## src/rtl/dlfloat_pkg.sv

```systemverilog
// Shared DLFloat (1/6/9, bias 31) constants and dot-product sequencer state encoding.
package dlfloat_pkg;

  localparam int unsigned DLF_W    = 16;
  localparam int unsigned DLF_BIAS = 31;

  localparam logic [DLF_W-1:0] DLF_ZERO = 16'h0000;
  localparam logic [DLF_W-1:0] DLF_NAN  = 16'hFFFF;
  localparam logic [DLF_W-1:0] DLF_ONE  = 16'h3E00;

  typedef enum logic [2:0] {
    StIdle,
    StClr,
    StLoad,
    StDrain,
    StDone
  } seq_state_e;

  function automatic logic dlf_is_nan(input logic [DLF_W-1:0] x);
    return x == DLF_NAN;
  endfunction

endpackage

```

## src/rtl/dlfloat_dot_seq.sv

```systemverilog
// Framed dot-product sequencer: clears the DLFloat MAC, streams LEN operand pairs into it,
// waits out the MAC pipeline, then captures and holds the accumulated result.
module dlfloat_dot_seq
  import dlfloat_pkg::*;
#(
  parameter int unsigned MAC_LAT = 2,
  parameter int unsigned LEN_W   = 8
) (
  input  logic             clk,
  input  logic             rst,
  input  logic             cmd_vld,
  output logic             cmd_rdy,
  input  logic [LEN_W-1:0] cmd_len,
  input  logic             op_vld,
  output logic             op_rdy,
  input  logic [DLF_W-1:0] op_a,
  input  logic [DLF_W-1:0] op_b,
  output logic [DLF_W-1:0] mac_a,
  output logic [DLF_W-1:0] mac_b,
  output logic             mac_vld,
  output logic             mac_clr,
  input  logic [DLF_W-1:0] mac_acc,
  output logic             res_vld,
  input  logic             res_rdy,
  output logic [DLF_W-1:0] res_data,
  output logic             res_nan,
  output logic             busy
);

  localparam int unsigned CNT_W = (MAC_LAT < 1) ? 1 : $clog2(MAC_LAT + 1);

  seq_state_e       state_q, state_d;
  logic [LEN_W-1:0] remain_q, remain_d;
  logic [CNT_W-1:0] drain_q, drain_d;
  logic             nan_q, nan_d;
  logic [DLF_W-1:0] mac_a_q, mac_a_d;
  logic [DLF_W-1:0] mac_b_q, mac_b_d;
  logic             mac_vld_q, mac_vld_d;
  logic [DLF_W-1:0] res_data_q, res_data_d;
  logic             res_nan_q, res_nan_d;

  // Ready/valid outputs are pure state decodes so no ready depends on a valid.
  assign cmd_rdy  = (state_q == StIdle);
  assign op_rdy   = (state_q == StLoad);
  assign mac_clr  = (state_q == StClr);
  assign res_vld  = (state_q == StDone);
  assign busy     = (state_q != StIdle);
  assign mac_a    = mac_a_q;
  assign mac_b    = mac_b_q;
  assign mac_vld  = mac_vld_q;
  assign res_data = res_data_q;
  assign res_nan  = res_nan_q;

  always_comb begin
    state_d    = state_q;
    remain_d   = remain_q;
    drain_d    = drain_q;
    nan_d      = nan_q;
    mac_a_d    = mac_a_q;
    mac_b_d    = mac_b_q;
    mac_vld_d  = 1'b0;
    res_data_d = res_data_q;
    res_nan_d  = res_nan_q;

    unique case (state_q)
      StIdle: begin
        if (cmd_vld) begin
          if (cmd_len == '0) begin
            res_data_d = DLF_ZERO;
            res_nan_d  = 1'b0;
            state_d    = StDone;
          end else begin
            remain_d = cmd_len;
            nan_d    = 1'b0;
            state_d  = StClr;
          end
        end
      end
      StClr: state_d = StLoad;
      StLoad: begin
        if (op_vld) begin
          mac_a_d   = op_a;
          mac_b_d   = op_b;
          mac_vld_d = 1'b1;
          remain_d  = remain_q - 1'b1;
          nan_d     = nan_q | dlf_is_nan(op_a) | dlf_is_nan(op_b);
          if (remain_q == LEN_W'(1)) begin
            drain_d = CNT_W'(MAC_LAT);
            state_d = StDrain;
          end
        end
      end
      // The last pair is on the MAC while drain_q == MAC_LAT; its sum is visible at zero.
      StDrain: begin
        if (drain_q == '0) begin
          res_data_d = mac_acc;
          res_nan_d  = nan_q;
          state_d    = StDone;
        end else begin
          drain_d = drain_q - 1'b1;
        end
      end
      StDone: begin
        if (res_rdy) state_d = StIdle;
      end
      default: state_d = StIdle;
    endcase
  end

  always_ff @(posedge clk) begin
    if (rst) begin
      state_q    <= StIdle;
      remain_q   <= '0;
      drain_q    <= '0;
      nan_q      <= 1'b0;
      mac_a_q    <= '0;
      mac_b_q    <= '0;
      mac_vld_q  <= 1'b0;
      res_data_q <= '0;
      res_nan_q  <= 1'b0;
    end else begin
      state_q    <= state_d;
      remain_q   <= remain_d;
      drain_q    <= drain_d;
      nan_q      <= nan_d;
      mac_a_q    <= mac_a_d;
      mac_b_q    <= mac_b_d;
      mac_vld_q  <= mac_vld_d;
      res_data_q <= res_data_d;
      res_nan_q  <= res_nan_d;
    end
  end

endmodule
```

## config.mk

```make
export PLATFORM = sky130hd
export DESIGN_NAME = dlfloat_dot_seq
export DESIGN_NICKNAME = d
export VERILOG_FILES = /design/src/rtl/dlfloat_pkg.sv /design/src/rtl/dlfloat_dot_seq.sv
export SDC_FILE = /design/constraint.sdc
export NUM_CORES = 1
export LEC_CHECK = 0
export CORE_UTILIZATION = 50
export DETAILED_ROUTE_END_ITERATION = 16
export DONT_BUFFER_PORTS = 1
export PLACE_DENSITY = 0.76
export SETUP_SLACK_MARGIN = 0.1
export SYNTH_ARGS = -nofsm -noshare
export SYNTH_HDL_FRONTEND = slang
export SYNTH_SLANG_ARGS = --single-unit
```

## constraint.sdc

```tcl
create_clock -name clk -period 2.6 [get_ports clk]
set_input_delay 0.78 -clock clk [delete_from_list [all_inputs] [get_ports clk]]
set_output_delay 0.78 -clock clk [all_outputs]
set_load 0.02 [all_outputs]
```

==> results of run 1 <==
-- area by class of cell --
class,instances,area (sq um)
inverters,11,42.5
clock buffers,10,138
clock inverters,6,91.3
repair buffers,5,37.5
fillers,472,2210
flip-flops and latches,64,1280
well taps,70,87.6
multi-input cells,221,1290
-- metal layers --
metal  share of wire, %  wire length [microns]  vias to the layer above  track usage (%)
met5                  0                      0                        -                0
met2                 47                   2820                      121             33.9
met3                9.2                    551                        8             8.60
met4               0.89                     53                        0             8.23
li1                   -                      -                     1117                -
met1                 43                   2540                     1065             23.6
-- worst register-to-register path, cell delays in order, from the launching register on --
cell	delay, ns
dfxtp_1	0.39
nor2_1	0.20
nand3_1	0.37
buf_4	0.35
a221oi_1	0.31
a31o_2	0.14
-- through the flow --
| step | setup slack (ns) | utilization (%) | total power, mW |
|---|---|---|---|
| after floorplan | 0.551 | - | 2.10 |
| after global placement | 0.309 | 52.9 | 2.19 |
| after detailed placement | 0.265 | 52.9 | 2.21 |
| after global routing | 0.221 | 57.3 | 3.33 |
| final | 0.303 | 57.3 | 3.14 |
| after CTS | 0.176 | 57.3 | 3.16 |
-- worst max-delay path by stage --
stage	from	to
floorplan	cmd_len[2]	remain_q[4]
global placement	cmd_len[2]	remain_q[4]
detailed placement	cmd_len[2]	remain_q[4]
CTS	state_q[1]	op_rdy
global route	state_q[1]	op_rdy
finish	state_q[1]	op_rdy
-- registers in the layout, indices dropped and copies added (netlist names) --
signal and flops:
drain_q 2, mac_a 16, mac_b 16, mac_vld 1
nan_q 1, remain_q 8, res_data 16, res_nan 1
state_q 3
-- cells by family (layout without fill, tap and decap cells) --
group	count (synthesis)	in the layout	share of synthesized area, %
AOI/OAI and AO/OA	88	88	22.8
DFF	64	64	47.2
adders and majority gates	3	3	1.38
buffers and inverters	30	32	5.35
and+or+nand+nor	128	128	22.5
muxes	2	2	0.784
-- cells in the final DEF (no fill, tap or decap), types with 3 or more instances in the layout --
cell type | Yosys | routed
nand2_1 | 76 | 76
dfxtp_1 | 64 | 63
a21oi_1 | 47 | 47
nor2_1 | 11 | 11
inv_1 | 10 | 10
a22o_2 | 10 | 10
clkbuf_8 | 0 | 10
a22o_1 | 8 | 8
nand4_1 | 8 | 8
nor3_1 | 7 | 7
buf_4 | 1 | 5
nand3_1 | 4 | 4
nor4_1 | 4 | 4
and3_1 | 3 | 3
ha_1 | 3 | 3
-- Yosys cell counts, types with 3 or more instances --
library cell   n  area (sq um)
nor2_1        11          41.3
nand4_1        8          50.1
nor4_1         4          25.0
buf_2          4          20.0
and3_1         3          18.8
ha_1           3          37.5
buf_6          3          33.8
nand3_1        4          20.0
nand2_1       76           285
nor3_1         7          35.0
dfxtp_1       64          1280
clkbuf_1      10          37.5
a22o_2        10           100
a22o_1         8          70.1
inv_1         10          37.5
a21oi_1       47           235
-- power by group --
group          total, mW  switching, mW  internal (mW)  leakage [nW]
clock network      0.948          0.378          0.570         0.117
registers           1.32          0.210           1.11         0.519
logic              0.875          0.541          0.333         0.423
-- repair_timing --
| item | 4_1_cts | 5_1_grt |
|---|---|---|
| gates resized for setup | 0 | 1 |
| endpoints found under the setup margin | 0 | 1 |
| hold buffers | 0 | 0 |
==> metrics.cfg, run 1 <==
[synthesis]
synth-seq-area-share_pct = 47.2
ys_seq_elements = 64
async_flop_share_pct = 0
synth_enable_flop_cells = 0
yosysWarningCount = 0
synth.avg_cell_area_sq_um = 8.61
syn-cell-area_sq_um = 2710
synthCells = 315
synth_fp_nets = 379
ys_types = 51
ys.flop_type = dfxtp_1

[global_routing]
grt_max_degree = 50
antenna_found_initial = 0
grt_overflow_total = 0
grt_pass1_vias = 2025
grt_first_pass_wirelength_mm = 8.67
grtUsageTotal_pct = 20.5

[setup_path]
crit_arrival_ns = 1.52
cp_top_family = simple AND/OR/NAND/NOR gates
worstRegToRegCells = 5
path_class = flip-flop to output port
r2r_end = remain_q[4]
end_kind = output port
setup.worst_path.start_class = flip-flop
worst_path_max_delay_cell = or3b_1
reg2reg_from = state_q[2]
crit_path_cell_trace = or3b_1 -> clkinv_2
r2r_setup_slack_ns = 0.78
crit_fanout = 12
crit_required_ns = 1.82
critPathMaxStageDelay_ns = 0.53
cp_num_buf_inv = 1
cp.depth = 2

[worst_hold_path]
hold_class = flip-flop to flip-flop
hp-start = nan_q
holdPathStages = 2
worstHoldEndpoint = nan_q

[floorplan]
die_x_microns = 75.7
start_util_pct = 52.4
die_area_sq_um = 5720
core_sq_um = 5170
num_io_pins = 116
die_h_microns = 75.7
fp-row-count = 26

[finish]
final_area_sq_um = 2970
final_nets = 376
fin_cells = 387
antenna_cells = 0
drive_above_1_share_pct = 14.2
area_growth_pct = 9.32

[place]
dp_cells = 371
place_hpwl_mm = 4.25
dpl-instance-area_sq_um = 2740
place_congestion = 0.895
io_buffers = 0

[timing]
worst_pin_slew_ns = 0.636
setup_violations = 0
period_share_pct = 88.3
grt_setup_unrepaired = false
relSlewSlack_pct = 57.2
final.min_clock_period_ns = 2.30
slew_violations = 0
fmax_ghz = 0.435
hold_viol_final = 0
whs_ns = 0.484
skew_ns = 0.00697
setup_tns_ns = 0

[cts]
clock-sinks = 64
cts-root-buf = clkbuf_8
postCtsSetupBuffers = 0
clock_latency_ns = 0.33
cts_tree = yes
clkTransAtPathRegs_ns = 0.07
h-tree-depth = 3
cts_made_buffers = 9
cts_buffer_depth = 2

[detailed_routing]
wl_per_cell_microns = 15.4
drc = 0
ant_nets = 0
wirelength_mm = 5.96
vias_per_cell = 5.97
dr_total_vias = 2311
drt_pass1_iterations = 4
dr.first_iter.drc_count = 135

[run]
maxCapViolCount = 0

[power]
p_leak_nw = 1.06
ir_worst_vdd_mv = 0.498
power.density_nw_per_um2 = 1060

[run_status]
status = complete, no violations

(Power assumes the default switching activity.)
==> run 2, diff against run 1 <==
--- a/config.mk
+++ b/config.mk
@@ -5,10 +5,10 @@
 export SDC_FILE = /design/constraint.sdc
 export NUM_CORES = 1
 export LEC_CHECK = 0
-export CORE_UTILIZATION = 50
+export CORE_UTILIZATION = 60
 export DETAILED_ROUTE_END_ITERATION = 16
 export DONT_BUFFER_PORTS = 1
-export PLACE_DENSITY = 0.76
+export PLACE_DENSITY = 0.87
 export SETUP_SLACK_MARGIN = 0.1
 export SYNTH_ARGS = -nofsm -noshare
 export SYNTH_HDL_FRONTEND = slang
==> metrics.cfg, run 2 (synthesized netlist as in run 1, its figures left out) <==
[setup_path]
reg2reg_from = state_q[2]
worst_path_max_delay_cell = or3b_1
crit_arrival_ns = 1.49
path_class = flip-flop to output port
crit_fanout = 12
r2r_setup_slack_ns = 0.81
crit_required_ns = 1.82
worstRegToRegCells = 5
r2r_end = remain_q[6]
setup.worst_path.start_class = flip-flop
end_kind = output port
critPathMaxStageDelay_ns = 0.52
crit_path_cell_trace = or3b_1 -> clkinv_2

[cts]
clock-sinks = 64
cts_tree = yes
clock_latency_ns = 0.32
cts-root-buf = clkbuf_8
h-tree-depth = 3
cts_made_buffers = 9
clkTransAtPathRegs_ns = 0.07
cts_buffer_depth = 2

[finish]
final_nets = 377
final_area_sq_um = 2970
area_growth_pct = 9.64
nFillCells = 365
post-route-util_pct = 68.3
antenna_cells = 0
layout_commonest_cell = nand2_1
final_cell_mix = 76 x nand2_1, 63 x dfxtp_1, 47 x a21oi_1
drive_above_1_share_pct = 14.5

[worst_hold_path]
hold_class = flip-flop to flip-flop
holdPathStages = 2
worstHoldEndpoint = remain_q[7]
hp-start = remain_q[7]

[floorplan]
num_io_pins = 116
die_area_sq_um = 4790
die_x_microns = 69.2
die_h_microns = 69.2
start_util_pct = 62.3
fp-row-count = 24
core_sq_um = 4350

[place]
io_buffers = 0
place_congestion = 0.859
dpl-instance-area_sq_um = 2720
place_hpwl_mm = 4.19

[run_status]
status = complete, no violations

[timing]
slew_violations = 0
setup_tns_ns = 0
skew_ns = 0.0105
hold_viol_final = 0
final.min_clock_period_ns = 2.27
setup_violations = 0
worst_pin_slew_ns = 0.510
relSlewSlack_pct = 65.7
grt_setup_unrepaired = false
period_share_pct = 87.2
fmax_ghz = 0.441

[global_routing]
antenna_found_initial = 0
grt_first_pass_wirelength_mm = 9.65
grtUsageTotal_pct = 24.8
grt_overflow_total = 0
grt_max_degree = 50
grt_pass1_vias = 2222

[detailed_routing]
wirelength_mm = 5.91
wl_per_cell_microns = 16.0
drc = 0
drt_pass1_iterations = 4
dr_total_vias = 2326
ant_nets = 0
dr.first_iter.drc_count = 142
vias_per_cell = 6.29

[run]
maxCapViolCount = 0

[power]
power.density_nw_per_um2 = 1090
ir_worst_vdd_mv = 0.741
p_leak_nw = 1.07

==> run 2: cell types whose count changed in the layout (fill, tap and decap cells not counted), sizes merged <==
| cell | delta |
|---|---|
| buf | +1 |
| clkinv | -2 |
| clkinvlp | +1 |
| bufinv | +1 |
==> run 2: layout make-up <==
type                       instances  area (sq um)  share of cell area, %
clock buffer                      10           138                   4.63
clock inverter                     6           115                   3.87
inverter                          11          42.5                   1.43
multi-input combinational        221          1290                   43.2
sequential                        64          1280                   43.1
tap                               52          65.1                   2.19
timing repair buffer               6          45.0                   1.51
==> run 2: metrics by stage <==
step / hold slack, ns / setup WS (ns) / cells / total power [mW]
6_report: 0.462 / 0.332 / 370 / 3.24
5_1_grt: 0.481 / 0.229 / 370 / 3.43
2_1_floorplan: 0.432 / 0.551 / 315 / 2.10
3_5_place_dp: 0.455 / 0.313 / 354 / 2.21
4_1_cts: 0.468 / 0.224 / 370 / 3.26
3_3_place_gp: 0.451 / 0.332 / 354 / 2.19
==> run 2: worst max-delay path, delay by kind of cell, from the launching register on <==
kind / cells / cell delay (ns)
buffers and inverters: 1 / 0.20
DFF: 1 / 0.44
and+or+nand+nor: 1 / 0.52
==> run 2: worst max path at each step <==
stage                from           to  slack (ns)  cells after the start
2_1_floorplan  cmd_len[2]  remain_q[4]        0.55                      5
3_3_place_gp   cmd_len[2]  remain_q[4]        0.33                      4
3_5_place_dp   cmd_len[2]  remain_q[4]        0.31                      4
4_1_cts        state_q[1]       op_rdy        0.22                      2
5_1_grt        state_q[1]       op_rdy        0.23                      2
6_report       state_q[1]       op_rdy        0.33                      2
==> run 2: repair_timing <==
item	CTS	global route
hold buffers	0	0
endpoints found under the setup margin	0	1
buffers inserted	0	0
gates resized for setup	0	1
==> run 2: report_power, final <==
group	switching (mW)	total (mW)	leakage, nW	internal (mW)
logic	0.544	0.879	0.429	0.335
clock network	0.377	1.05	0.123	0.668
registers	0.209	1.32	0.519	1.11
total	1.13	3.24	1.07	2.11
==> run 2: per-layer routing <==
| layer | wire length [microns] | GRT usage, % | vias to the layer above |
|---|---|---|---|
| met5 | 0 | 0 | - |
| met4 | 106 | 11.1 | 0 |
| met3 | 492 | 6.98 | 15 |
| met2 | 2870 | 41.0 | 122 |
| met1 | 2440 | 29.8 | 1064 |
| li1 | - | - | 1125 |
==> run 3, diff against run 2 <==
--- a/config.mk
+++ b/config.mk
@@ -5,6 +5,8 @@
 export SDC_FILE = /design/constraint.sdc
 export NUM_CORES = 1
 export LEC_CHECK = 0
+export CAP_MARGIN = 0
+export CORE_MARGIN = 5
 export CORE_UTILIZATION = 60
 export DETAILED_ROUTE_END_ITERATION = 16
 export DONT_BUFFER_PORTS = 1
==> metrics.cfg, run 3 (synthesized netlist as in run 1, its figures left out) <==
[run_status]
status = complete, no violations

[setup_path]
setup.worst_path.start_class = flip-flop
crit_fanout = 12
path_class = flip-flop to output port
r2r_setup_slack_ns = 0.69
worst_path_max_delay_cell = dfxtp_1
reg2reg_from = state_q[1]
critPathMaxStageDelay_ns = 0.54
end_kind = output port
crit_required_ns = 1.82
r2r_end = drain_q[1]
crit_arrival_ns = 1.60
crit_path_cell_trace = or3b_1 -> clkinv_2
worstRegToRegCells = 5

[detailed_routing]
drt_pass1_iterations = 4
dr_total_vias = 2286
wl_per_cell_microns = 17.4
wirelength_mm = 6.45
drc = 0
dr.first_iter.drc_count = 227
ant_nets = 0
vias_per_cell = 6.18

[cts]
cts_tree = yes
clock_latency_ns = 0.32
postCtsHoldBufs = 0
clock-sinks = 64
cts_made_buffers = 9
cts-root-buf = clkbuf_8
cts_buffer_depth = 2
h-tree-depth = 3
postCtsSetupBuffers = 0
cts_resized = 0
clkTransAtPathRegs_ns = 0.07

[global_routing]
grt_pass1_vias = 2282
grtUsageTotal_pct = 21.3
antenna_found_initial = 0
grt_first_pass_wirelength_mm = 10.6
grt_overflow_total = 0
grt_max_degree = 50

[place]
dp_cells = 354
io_buffers = 0
place_hpwl_mm = 4.66
place_congestion = 0.899
dp_slack_ns = 0.477
dpl-instance-area_sq_um = 2720

[finish]
fin_cells = 370
antenna_cells = 0
layout_commonest_cell = nand2_1
final_nets = 377
final_cell_mix = 76 x nand2_1, 64 x dfxtp_1, 47 x a21oi_1
drive_above_1_share_pct = 13.8
area_growth_pct = 7.89
final_area_sq_um = 2930

[timing]
hold_viol_final = 0
setup_ws_ns = 0.223
relSlewSlack_pct = 64.2
worst_pin_slew_ns = 0.533
final.min_clock_period_ns = 2.38
period_share_pct = 91.4
setup_tns_ns = 0
fmax_ghz = 0.421
slew_violations = 0
skew_ns = 0.00659
setup_violations = 0
grt_setup_unrepaired = false

[floorplan]
start_util_pct = 61.9
num_io_pins = 116
die_h_microns = 77.2
fp-row-count = 24
die_area_sq_um = 5970
core_sq_um = 4380
die_x_microns = 77.2

[power]
p_leak_nw = 1.05
fin_total_pwr_mw = 3.06
ir_worst_vdd_mv = 0.501
power.density_nw_per_um2 = 1050

[worst_hold_path]
hold_class = flip-flop to flip-flop
worstHoldEndpoint = remain_q[7]
holdPathStages = 2
hp-start = remain_q[7]

[run]
maxCapViolCount = 0

==> run 3: per-stage QoR <==
stage / hold WS, ns / utilization, %
after floorplan: 0.432 / -
after global placement: 0.451 / 62.0
after detailed placement: 0.447 / 62.0
after CTS: 0.458 / 66.8
after global routing: 0.479 / 66.8
final: 0.454 / 66.8
==> run 3: routing by layer <==
layer	routed length (microns)	part of all wire, %	global-route usage [%]	vias up
li1	-	-	-	1120
met1	2550	39	27.2	1035
met2	3090	48	33.0	125
met3	757	12	8.43	6
met4	58	0.90	6.36	0
met5	0	0	0	-
==> run 3: critical path: cells and delay by family, from the launching register on <==
family                 cells  cell delay (ns)
DFF                        1             0.54
and+or+nand+nor            1             0.54
buffers and inverters      1             0.20
==> run 3: report_power, final <==
part,internal [mW],switching (mW),total [mW]
logic,0.341,0.548,0.889
registers,1.11,0.210,1.32
clock network,0.497,0.358,0.855
total,1.95,1.12,3.06
==> run 3: how the worst max path moves through the flow <==
stage | start | cells after the start | end
floorplan | cmd_len[2] | 5 | remain_q[4]
global placement | cmd_len[2] | 5 | remain_q[4]
detailed placement | cmd_len[2] | 5 | remain_q[4]
CTS | state_q[1] | 2 | op_rdy
global route | state_q[1] | 2 | op_rdy
finish | state_q[1] | 2 | op_rdy
==> run 3: cell type report <==
cell class / instances / area, sq um
flip-flops and latches: 64 / 1280
multi-input cells: 221 / 1290
fillers: 360 / 1460
clock buffers: 12 / 155
clock inverters: 4 / 51.3
inverters: 11 / 42.5
well taps: 52 / 65.1
repair buffers: 6 / 45.0
